### config.mk
export PLATFORM = sky130hd
export DESIGN_NAME = pll_reset_sequencer
export DESIGN_NICKNAME = d
export VERILOG_FILES = /design/src/rtl/pll_seq_pkg.sv /design/src/rtl/sync_2ff.sv /design/src/rtl/pll_reset_sequencer.sv
export SDC_FILE = /design/constraint.sdc
export NUM_CORES = 1
export LEC_CHECK = 0
export ABC_AREA = 1
export CAP_MARGIN = 10
export CORE_MARGIN = 2
export CORE_UTILIZATION = 60
export CTS_CLUSTER_DIAMETER = 120
export DETAILED_ROUTE_END_ITERATION = 8
export PLACE_DENSITY = 0.83
export SLEW_MARGIN = 0
export SYNTH_ARGS = -nofsm -noshare
export SYNTH_HDL_FRONTEND = slang
export SYNTH_SLANG_ARGS = --single-unit
### constraint.sdc
create_clock -name i_referenceclk -period 2.6 [get_ports i_referenceclk]
set_input_delay 0.52 -clock i_referenceclk [delete_from_list [all_inputs] [get_ports i_referenceclk]]
set_output_delay 0.52 -clock i_referenceclk [all_outputs]
set_load 0.005 [all_outputs]
### src/rtl/pll_seq_pkg.sv
// ---------------------------------------------------------------------------
// pll_seq_pkg
// Shared types and widths for the PLL reset sequencer.
//   state_t : sequencer states, 3-bit encoding
//   LOSS_W  : width of the saturating lock-loss counter
//   RETRY_W : width of the failed-attempt counter
// ---------------------------------------------------------------------------
package pll_seq_pkg;

  localparam int LOSS_W  = 8;
  localparam int RETRY_W = 3;

  typedef enum logic [2:0] {
    ST_HOLD      = 3'd0,
    ST_WAIT_LOCK = 3'd1,
    ST_STABLE    = 3'd2,
    ST_RUN       = 3'd3,
    ST_FAULT     = 3'd4
  } state_t;

endpackage

### src/rtl/sync_2ff.sv
// ---------------------------------------------------------------------------
// sync_2ff
// Two-flop level synchronizer for a single asynchronous bit.
//   i_clk   : destination clock
//   i_rst_n : asynchronous active-low reset, clears both flops to 0
//   i_d     : asynchronous level input
//   o_q     : synchronized level, i_d delayed by two i_clk edges
// ---------------------------------------------------------------------------
module sync_2ff (
  input  logic i_clk,
  input  logic i_rst_n,
  input  logic i_d,
  output logic o_q
);

  logic r_meta;
  logic r_sync;

  always_ff @(posedge i_clk or negedge i_rst_n) begin
    if (!i_rst_n) begin
      r_meta <= 1'b0;
      r_sync <= 1'b0;
    end else begin
      r_meta <= i_d;
      r_sync <= r_meta;
    end
  end

  assign o_q = r_sync;

endmodule

### src/rtl/pll_reset_sequencer.sv
// ---------------------------------------------------------------------------
// pll_reset_sequencer
// Power-up and recovery controller for the iCE40 PLL. Holds the PLL in reset,
// waits for a synchronized LOCK, qualifies it for LOCK_STABLE_CYCLES, then
// releases the core reset request. Lock loss or lock timeout re-sequences the
// PLL; after MAX_RETRIES failed attempts the block parks in FAULT.
//   i_referenceclk  : board reference clock (only clock)
//   i_reset_n       : asynchronous active-low reset
//   i_pll_lock      : raw PLL LOCK, asynchronous
//   i_restart       : single-cycle re-sequence request, also clears FAULT
//   o_pll_resetb    : PLL RESETB, active low
//   o_core_reset_n  : core reset request, high only in RUN
//   o_ready         : high only in RUN
//   o_fault         : high only in FAULT
//   o_retry_count   : failed attempts since last RUN entry / reset / restart
//   o_loss_count    : lock losses seen in RUN, saturating
// ---------------------------------------------------------------------------
module pll_reset_sequencer
  import pll_seq_pkg::*;
#(
  parameter int RST_CYCLES          = 16,
  parameter int LOCK_STABLE_CYCLES  = 1024,
  parameter int LOCK_TIMEOUT_CYCLES = 65535,
  parameter int MAX_RETRIES         = 3,
  parameter int CNT_W               = 16
) (
  input  logic               i_referenceclk,
  input  logic               i_reset_n,
  input  logic               i_pll_lock,
  input  logic               i_restart,
  output logic               o_pll_resetb,
  output logic               o_core_reset_n,
  output logic               o_ready,
  output logic               o_fault,
  output logic [RETRY_W-1:0] o_retry_count,
  output logic [LOSS_W-1:0]  o_loss_count
);

  // Parameter range checks; any violation stops elaboration.
  if (CNT_W < 1 || CNT_W > 32) begin : g_bad_cnt_w
    $error("pll_reset_sequencer: CNT_W out of range");
  end
  if (RST_CYCLES < 1 || longint'(RST_CYCLES) > (64'sd1 <<< CNT_W)) begin : g_bad_rst
    $error("pll_reset_sequencer: RST_CYCLES out of range");
  end
  if (LOCK_STABLE_CYCLES < 1 ||
      longint'(LOCK_STABLE_CYCLES) > (64'sd1 <<< CNT_W)) begin : g_bad_stable
    $error("pll_reset_sequencer: LOCK_STABLE_CYCLES out of range");
  end
  if (LOCK_TIMEOUT_CYCLES < 1 ||
      longint'(LOCK_TIMEOUT_CYCLES) > (64'sd1 <<< CNT_W)) begin : g_bad_timeout
    $error("pll_reset_sequencer: LOCK_TIMEOUT_CYCLES out of range");
  end
  if (MAX_RETRIES < 1 || MAX_RETRIES > 7) begin : g_bad_retries
    $error("pll_reset_sequencer: MAX_RETRIES out of range");
  end

  localparam logic [CNT_W-1:0]   RST_LAST     = CNT_W'(RST_CYCLES - 1);
  localparam logic [CNT_W-1:0]   STABLE_LAST  = CNT_W'(LOCK_STABLE_CYCLES - 1);
  localparam logic [CNT_W-1:0]   TIMEOUT_LAST = CNT_W'(LOCK_TIMEOUT_CYCLES - 1);
  localparam logic [RETRY_W:0]   RETRY_LIMIT  = (RETRY_W+1)'(MAX_RETRIES);

  state_t               r_state;
  state_t               w_state_next;
  logic [CNT_W-1:0]     r_cnt;
  logic [CNT_W-1:0]     w_cnt_next;
  logic [RETRY_W-1:0]   r_retry;
  logic [RETRY_W-1:0]   w_retry_next;
  logic [RETRY_W:0]     w_retry_inc;
  logic [LOSS_W-1:0]    r_loss;
  logic [LOSS_W-1:0]    w_loss_next;
  logic                 r_pll_resetb;
  logic                 r_core_reset_n;
  logic                 r_ready;
  logic                 r_fault;
  logic                 w_lock_s;

  sync_2ff u_lock_sync (
    .i_clk   (i_referenceclk),
    .i_rst_n (i_reset_n),
    .i_d     (i_pll_lock),
    .o_q     (w_lock_s)
  );

  // One bit wider than the counter so the limit compare cannot wrap.
  assign w_retry_inc = {1'b0, r_retry} + (RETRY_W+1)'(1);

  always_comb begin
    w_state_next = r_state;
    w_cnt_next   = r_cnt;
    w_retry_next = r_retry;
    w_loss_next  = r_loss;

    if (i_restart) begin
      // Restart overrides every other transition, but keeps the loss history.
      w_state_next = ST_HOLD;
      w_cnt_next   = '0;
      w_retry_next = '0;
    end else begin
      case (r_state)
        ST_HOLD: begin
          if (r_cnt == RST_LAST) begin
            w_state_next = ST_WAIT_LOCK;
            w_cnt_next   = '0;
          end else begin
            w_cnt_next = r_cnt + 1'b1;
          end
        end

        ST_WAIT_LOCK: begin
          // Lock is checked first so a lock arriving on the timeout cycle wins.
          if (w_lock_s) begin
            w_state_next = ST_STABLE;
            w_cnt_next   = '0;
          end else if (r_cnt == TIMEOUT_LAST) begin
            w_cnt_next   = '0;
            w_retry_next = w_retry_inc[RETRY_W-1:0];
            w_state_next = (w_retry_inc < RETRY_LIMIT) ? ST_HOLD : ST_FAULT;
          end else begin
            w_cnt_next = r_cnt + 1'b1;
          end
        end

        ST_STABLE: begin
          // A lock drop restarts the lock wait without consuming a retry.
          if (!w_lock_s) begin
            w_state_next = ST_WAIT_LOCK;
            w_cnt_next   = '0;
          end else if (r_cnt == STABLE_LAST) begin
            w_state_next = ST_RUN;
            w_cnt_next   = '0;
            w_retry_next = '0;
          end else begin
            w_cnt_next = r_cnt + 1'b1;
          end
        end

        ST_RUN: begin
          w_cnt_next = '0;
          if (!w_lock_s) begin
            w_state_next = ST_HOLD;
            if (r_loss != '1) begin
              w_loss_next = r_loss + 1'b1;
            end
          end
        end

        ST_FAULT: begin
          w_cnt_next = '0;
        end

        default: begin
          w_state_next = ST_HOLD;
          w_cnt_next   = '0;
        end
      endcase
    end
  end

  // Outputs are registered from the next state so they change on the same
  // edge as the state register and carry no decode glitches.
  always_ff @(posedge i_referenceclk or negedge i_reset_n) begin
    if (!i_reset_n) begin
      r_state        <= ST_HOLD;
      r_cnt          <= '0;
      r_retry        <= '0;
      r_loss         <= '0;
      r_pll_resetb   <= 1'b0;
      r_core_reset_n <= 1'b0;
      r_ready        <= 1'b0;
      r_fault        <= 1'b0;
    end else begin
      r_state        <= w_state_next;
      r_cnt          <= w_cnt_next;
      r_retry        <= w_retry_next;
      r_loss         <= w_loss_next;
      r_pll_resetb   <= (w_state_next != ST_HOLD) && (w_state_next != ST_FAULT);
      r_core_reset_n <= (w_state_next == ST_RUN);
      r_ready        <= (w_state_next == ST_RUN);
      r_fault        <= (w_state_next == ST_FAULT);
    end
  end

  assign o_pll_resetb   = r_pll_resetb;
  assign o_core_reset_n = r_core_reset_n;
  assign o_ready        = r_ready;
  assign o_fault        = r_fault;
  assign o_retry_count  = r_retry;
  assign o_loss_count   = r_loss;

endmodule

======== After elaboration in Yosys (flattened, before gate mapping) ========
Cells that the tools add are included.
cells by class
  $lt $le $gt $ge ......................... 1
  muxes and demuxes ....................... 22
  add/sub/neg operators ................... 3
  bitwise operators ....................... 2
  reduce and logical (&&, ||, !) cells .... 6
  equal/unequal tests ..................... 15
operator list
  cell                     number
  $mux W16                 6
  $pmux W16 S3             1
  $mux W3                  13
  $add A16 B1 Y16 const B  1
  $eq A16 B10 Y1 const B   1
  $eq A16 B16 Y1 const B   1
  $eq A16 B4 Y1 const B    1
  $pmux W3 S5              1
  $ne A3 B3 Y1 const B     4
  $eq A3 B2 Y1 const B     3
  $add A8 B1 Y8 const B    1
  $ne A8 B8 Y1 const B     1
  $eq A3 B3 Y1 const B     2
  $pmux W3 S2              1
  $reduce_bool A3 Y1       2
  $reduce_and A5 Y1        1
  $add A3 B1 Y4 const B    1
  $lt A4 B2 Y1 const B     1
  $reduce_and A4 Y1        1
  $eq A3 B1 Y1 const B     1
  $logic_not A3 Y1         1
  $ne A3 B2 Y1 const B     1
  $not A1 Y1               2
  $logic_and A1 B1 Y1      1
word-level totals
  input bits .............................. 4
  flip-flop bits (word level) ............. 35

======== Depth between registers and ports, before layout ========
  depth after elaboration ................. 9
  depth in mapped cells ................... 12
  gate-level depth less buffers ........... 11

======== Modules after synthesis ========
Synthesis repeated with hierarchy kept, for this count alone.
unflattened totals
  cell total of the unflattened synthesis .. 222
  area, all modules ....................... 1834.3 µm²
modules (own cells, without submodules)
  module               area each (µm²)  instances  sequential area each (µm²)  cells an instance
  pll_reset_sequencer  1784.2           1          825.8                       220
  sync_2ff             50.0             1          50.0                        2

======== Worst setup path after synthesis ========
Ideal clock, no wire load.
  path type ............................... reg2reg
  start ................................... register r_cnt[0]
  end ..................................... register r_cnt[11]
  clock period less this slack ............ 1.507 ns
  setup time .............................. 0.120 ns
  stages on the path, launching flop included .. 10
  arrival ................................. 1.387 ns
  path slack .............................. 1.093 ns
  cells stage by stage .................... dfrtp_1 ha_1 nand3_1 nor2_2 nand2_1 nand3_1 nand3_1 nand2_2 buf_6 nor2_1
on the way
  cells in the longest elaborated chain, start to end .. 5
  elaborated cells between the ends (all ways) .. 11
RTL lines
  item                                           line                                                                                RTL
  start: declaration                             pll_reset_sequencer.sv:65                                                           logic [CNT_W-1:0] r_cnt;
  start signal: assignment                       pll_reset_sequencer.sv:174                                                          r_cnt <= w_cnt_next;
  $add A16 B1 Y16, or another cell as far along  pll_reset_sequencer.sv:106, pll_reset_sequencer.sv:120, pll_reset_sequencer.sv:134
  $mux W16, on equally long branches             pll_reset_sequencer.sv:129, pll_reset_sequencer.sv:115
  $mux W16, on equally long branches             pll_reset_sequencer.sv:126, pll_reset_sequencer.sv:112
  $pmux W16 S3 (*)                               pll_reset_sequencer.sv:100                                                          case (r_state)
  $mux W16 (*)                                   pll_reset_sequencer.sv:94                                                           if (i_restart) begin
  via w_cnt_next[11]                             pll_reset_sequencer.sv:66                                                           logic [CNT_W-1:0] w_cnt_next;
The timed path passes the listed nets; every way through them passes the cells marked *.
A chain may end at the register's enable or synchronous reset.

======== Worst setup path after layout ========
  start ................................... register r_retry[0], in the netlist o_retry_count[0]
  end ..................................... output port o_retry_count[0]
RTL lines
  item                      line                        RTL
  start: declaration        pll_reset_sequencer.sv:67   logic [RETRY_W-1:0] r_retry;
  start signal: assignment  pll_reset_sequencer.sv:175  r_retry <= w_retry_next;
  end: declaration          pll_reset_sequencer.sv:35   output logic [RETRY_W-1:0] o_retry_count,
No word-level cell between the ends.

==> metrics.yaml <==
dp.cells: 301
critPathRequiredTime_ns: 2.08
die-height_microns: 60.2
place_congestion: 0.814
fin_hold_ws_ns: 0.353
outcome: "finished, final reports clean"
postCtsSetupBuffers: 0
ys_warn_count: 0
cts.sinks: 35
tns_ns: 0
min_period_over_period_pct: 71.3
switching_share_pct: 23.2
synth_seq_cells: 35
yosysTopAreaCell: "dfrtp_1"
io_pins: 19
antenna_found_initial: 0
cts-buffers-inserted: 5
cts_resized: 0
row_count: 20
via_count: 1553
grt-ovfl-total: 0
hp-class: "reg2reg"
critical_path.max_stage_delay_ns: 0.53
power.switching_w: 0.000198
crit_type: "reg2out"
ant_nets: 0
syn-cell-area_sq_um: 1900
cts_root_buf: "clkbuf_4"
dpl_cell_area_sq_um: 2110
syn_area_per_cell_sq_um: 7.87
n_antenna_cell: 0
die-width_microns: 60.2
worstMarginPinSlew_ns: 0.424
multi_input_area_sq_um: 887
crit_family: "buffers and inverters"
pwr-share-seq_pct: 65.0
grt_pass1_vias: 1338
first_iter_violations: 52
cellPowerDensity_nw_per_um2: 397
dr.pass1.iters: 4
ctsLongestPathBuffers: 2
core_area_sq_um: 3030
clockPowerShare_pct: 31.2
portBuffers: 18
grt_setup_unrepaired: "no"
crit_fanout: 6
maxCapViolations: 0
synth.net_count: 250
p_int_w: 0.000657
clkTransAtPathRegs_ns: 0.11
synth_cells: 241
clk_latency_ns: 0.34
ir_worst_vdd_v: 0.000358
drive_gt1_share_pct: 6.08
initial_utilization_pct: 62.6
num-fill-cells: 249
finalInstanceArea_sq_um: 2160
seq_area_sq_um: 876
hpwl_microns: 2470
setup_viol: 0
path_cells: "clkdlybuf4s50_1"
finalClockSkew_ns: 0.0205
p_comb_share_pct: 3.8
area_growth_syn_to_layout_pct: 13.7
synth_seq_area_share_pct: 46.2
cp_num_buf_inv: 1
cp-end-kind: "output pin"
grt_pass1_wl_microns: 5740
startpoint_type: "register"
detail_route.wirelength_microns: 3350
finalHoldViolations: 0
die_area_sq_um: 3620
yosysTopAreaCellShare_pct: 46.2
drc: 0
htree_levels: 2
critPathArrivalTime_ns: 1.33
wl_per_cell_microns: 10.9
cts_tree: "done"
viasPerCell: 5.06
leakagePower_nw: 1.05
slew_headroom_pct: 71.8
drv_slew: 0
synth_cell_types: 23
worst_path_max_delay_cell: "clkdlybuf4s50_1"
synth.area.top_cells: "dfrtp_1 (46%), nand2_1 (11%), nor2_1 (9.3%)"
finalNonFillerCells: 307
grt_start_max_net_pins: 36
final_nets: 273
grt_usage_pct: 21.4
fmax_ghz: 0.540
fin_crit_ns: 1.85
postCtsHoldBufs: 0
cell usage after synthesis:
| cell | number |
|---|---|
| xor2_1 | 13 |
| nand3b_1 | 1 |
| nor4_1 | 1 |
| buf_6 | 1 |
| xnor2_1 | 6 |
| nor2_2 | 5 |
| ha_1 | 5 |
| dfrtp_1 | 35 |
| inv_1 | 26 |
| nand2_2 | 2 |
| nor2_1 | 47 |
| o21bai_1 | 1 |
| nand4_1 | 7 |
| o21ai_0 | 3 |
| nand2_1 | 57 |
| buf_2 | 1 |
| buf_4 | 1 |
| nor3_4 | 1 |
| nor3_1 | 2 |
| inv_2 | 2 |
| o211ai_1 | 1 |
| nand3_1 | 22 |
| clkinv_1 | 1 |
stage by stage:
| stage | power [W] | setup WS (ns) | util (%) |
|---|---|---|---|
| CTS | 0.000859 | 0.738 | 71.2 |
| floorplan | 0.000580 | 1.09 | - |
| global placement | 0.000598 | 0.615 | 69.8 |
| global route | 0.000886 | 0.657 | 71.2 |
| detailed placement | 0.000601 | 0.571 | 69.8 |
| finish | 0.000855 | 0.747 | 71.2 |
area by class of cell:
type,count,area share [%]
sequential,35,40.6
inverter,29,5.05
tap,44,2.55
clock buffer,6,1.92
multi-input combinational,174,41.1
timing repair buffer,19,8.71
sequential cells by signal, indices dropped and copies added, names as in the netlist:
| register | count |
|---|---|
| u_lock_sync.r_meta | 1 |
| o_ready | 1 |
| o_pll_resetb | 1 |
| o_loss_count | 8 |
| r_state | 3 |
| r_cnt | 16 |
| o_retry_count | 3 |
| o_fault | 1 |
| u_lock_sync.o_q | 1 |
path summary, 6_finish.rpt:
kind	start	endpoint	slack (ns)	cells past startpoint
max	o_retry_count[0]$_DFFE_PN0P_	o_retry_count[0]	0.75	1
min	u_lock_sync.r_meta$_DFF_PN0_	u_lock_sync.o_q$_DFF_PN0_	0.35	0
max reg2reg	r_cnt[0]$_DFF_PN0_	r_cnt[1]$_DFF_PN0_	0.89	8
min reg2reg	u_lock_sync.r_meta$_DFF_PN0_	u_lock_sync.o_q$_DFF_PN0_	0.35	0
max in group asynchronous	i_reset_n	u_lock_sync.o_q$_DFF_PN0_	1.71	2
min in group asynchronous	i_reset_n	r_state[2]$_DFF_PN0_	0.57	2
kinds of logic (layout without fill, tap and decap cells):
kind of cell    Yosys count  in the layout  share of synthesized area [%]
simple gates            145            145                           33.1
flops                    35             35                           46.2
buf+inv                  32             54                           7.00
xor+xnor                 19             19                           8.78
fa+ha+maj                 5              5                           3.30
compound gates            5              5                           1.58
cells in the final DEF (no fill, tap or decap), drive strengths merged:
| cell type | instances |
|---|---|
| buf | 1 |
| inv | 28 |
| o21ai | 3 |
| nor3 | 3 |
| o21bai | 1 |
| nor4 | 1 |
| xor2 | 13 |
| ha | 5 |
| nand3 | 22 |
| clkinv | 1 |
| nand3b | 1 |
| dfrtp | 35 |
| xnor2 | 6 |
| nand4 | 7 |
| nand2 | 59 |
| clkbuf | 6 |
| nor2 | 52 |
| o211ai | 1 |
| clkdlybuf4s50 | 18 |
power by group through the flow:
stage | clock network (W) | logic, W | registers (W)
global placement | 0 | 0.0000321 | 0.000566
floorplan | 0 | 0.0000166 | 0.000564
detailed placement | 0 | 0.0000347 | 0.000566
CTS | 0.000269 | 0.0000345 | 0.000556
finish | 0.000267 | 0.0000328 | 0.000556
global route | 0.000291 | 0.0000383 | 0.000557
layer usage:
layer / GRT usage (%) / vias up / wire, microns / share of wire [%]
met1: 28.6 / 722 / 1610 / 48
met4: 5.71 / 0 / 32 / 0.96
li1: - / 795 / - / -
met5: 0 / - / 0 / 0
met2: 33.9 / 32 / 1560 / 46
met3: 6.49 / 4 / 146 / 4.4
(Power assumes the default switching activity.)
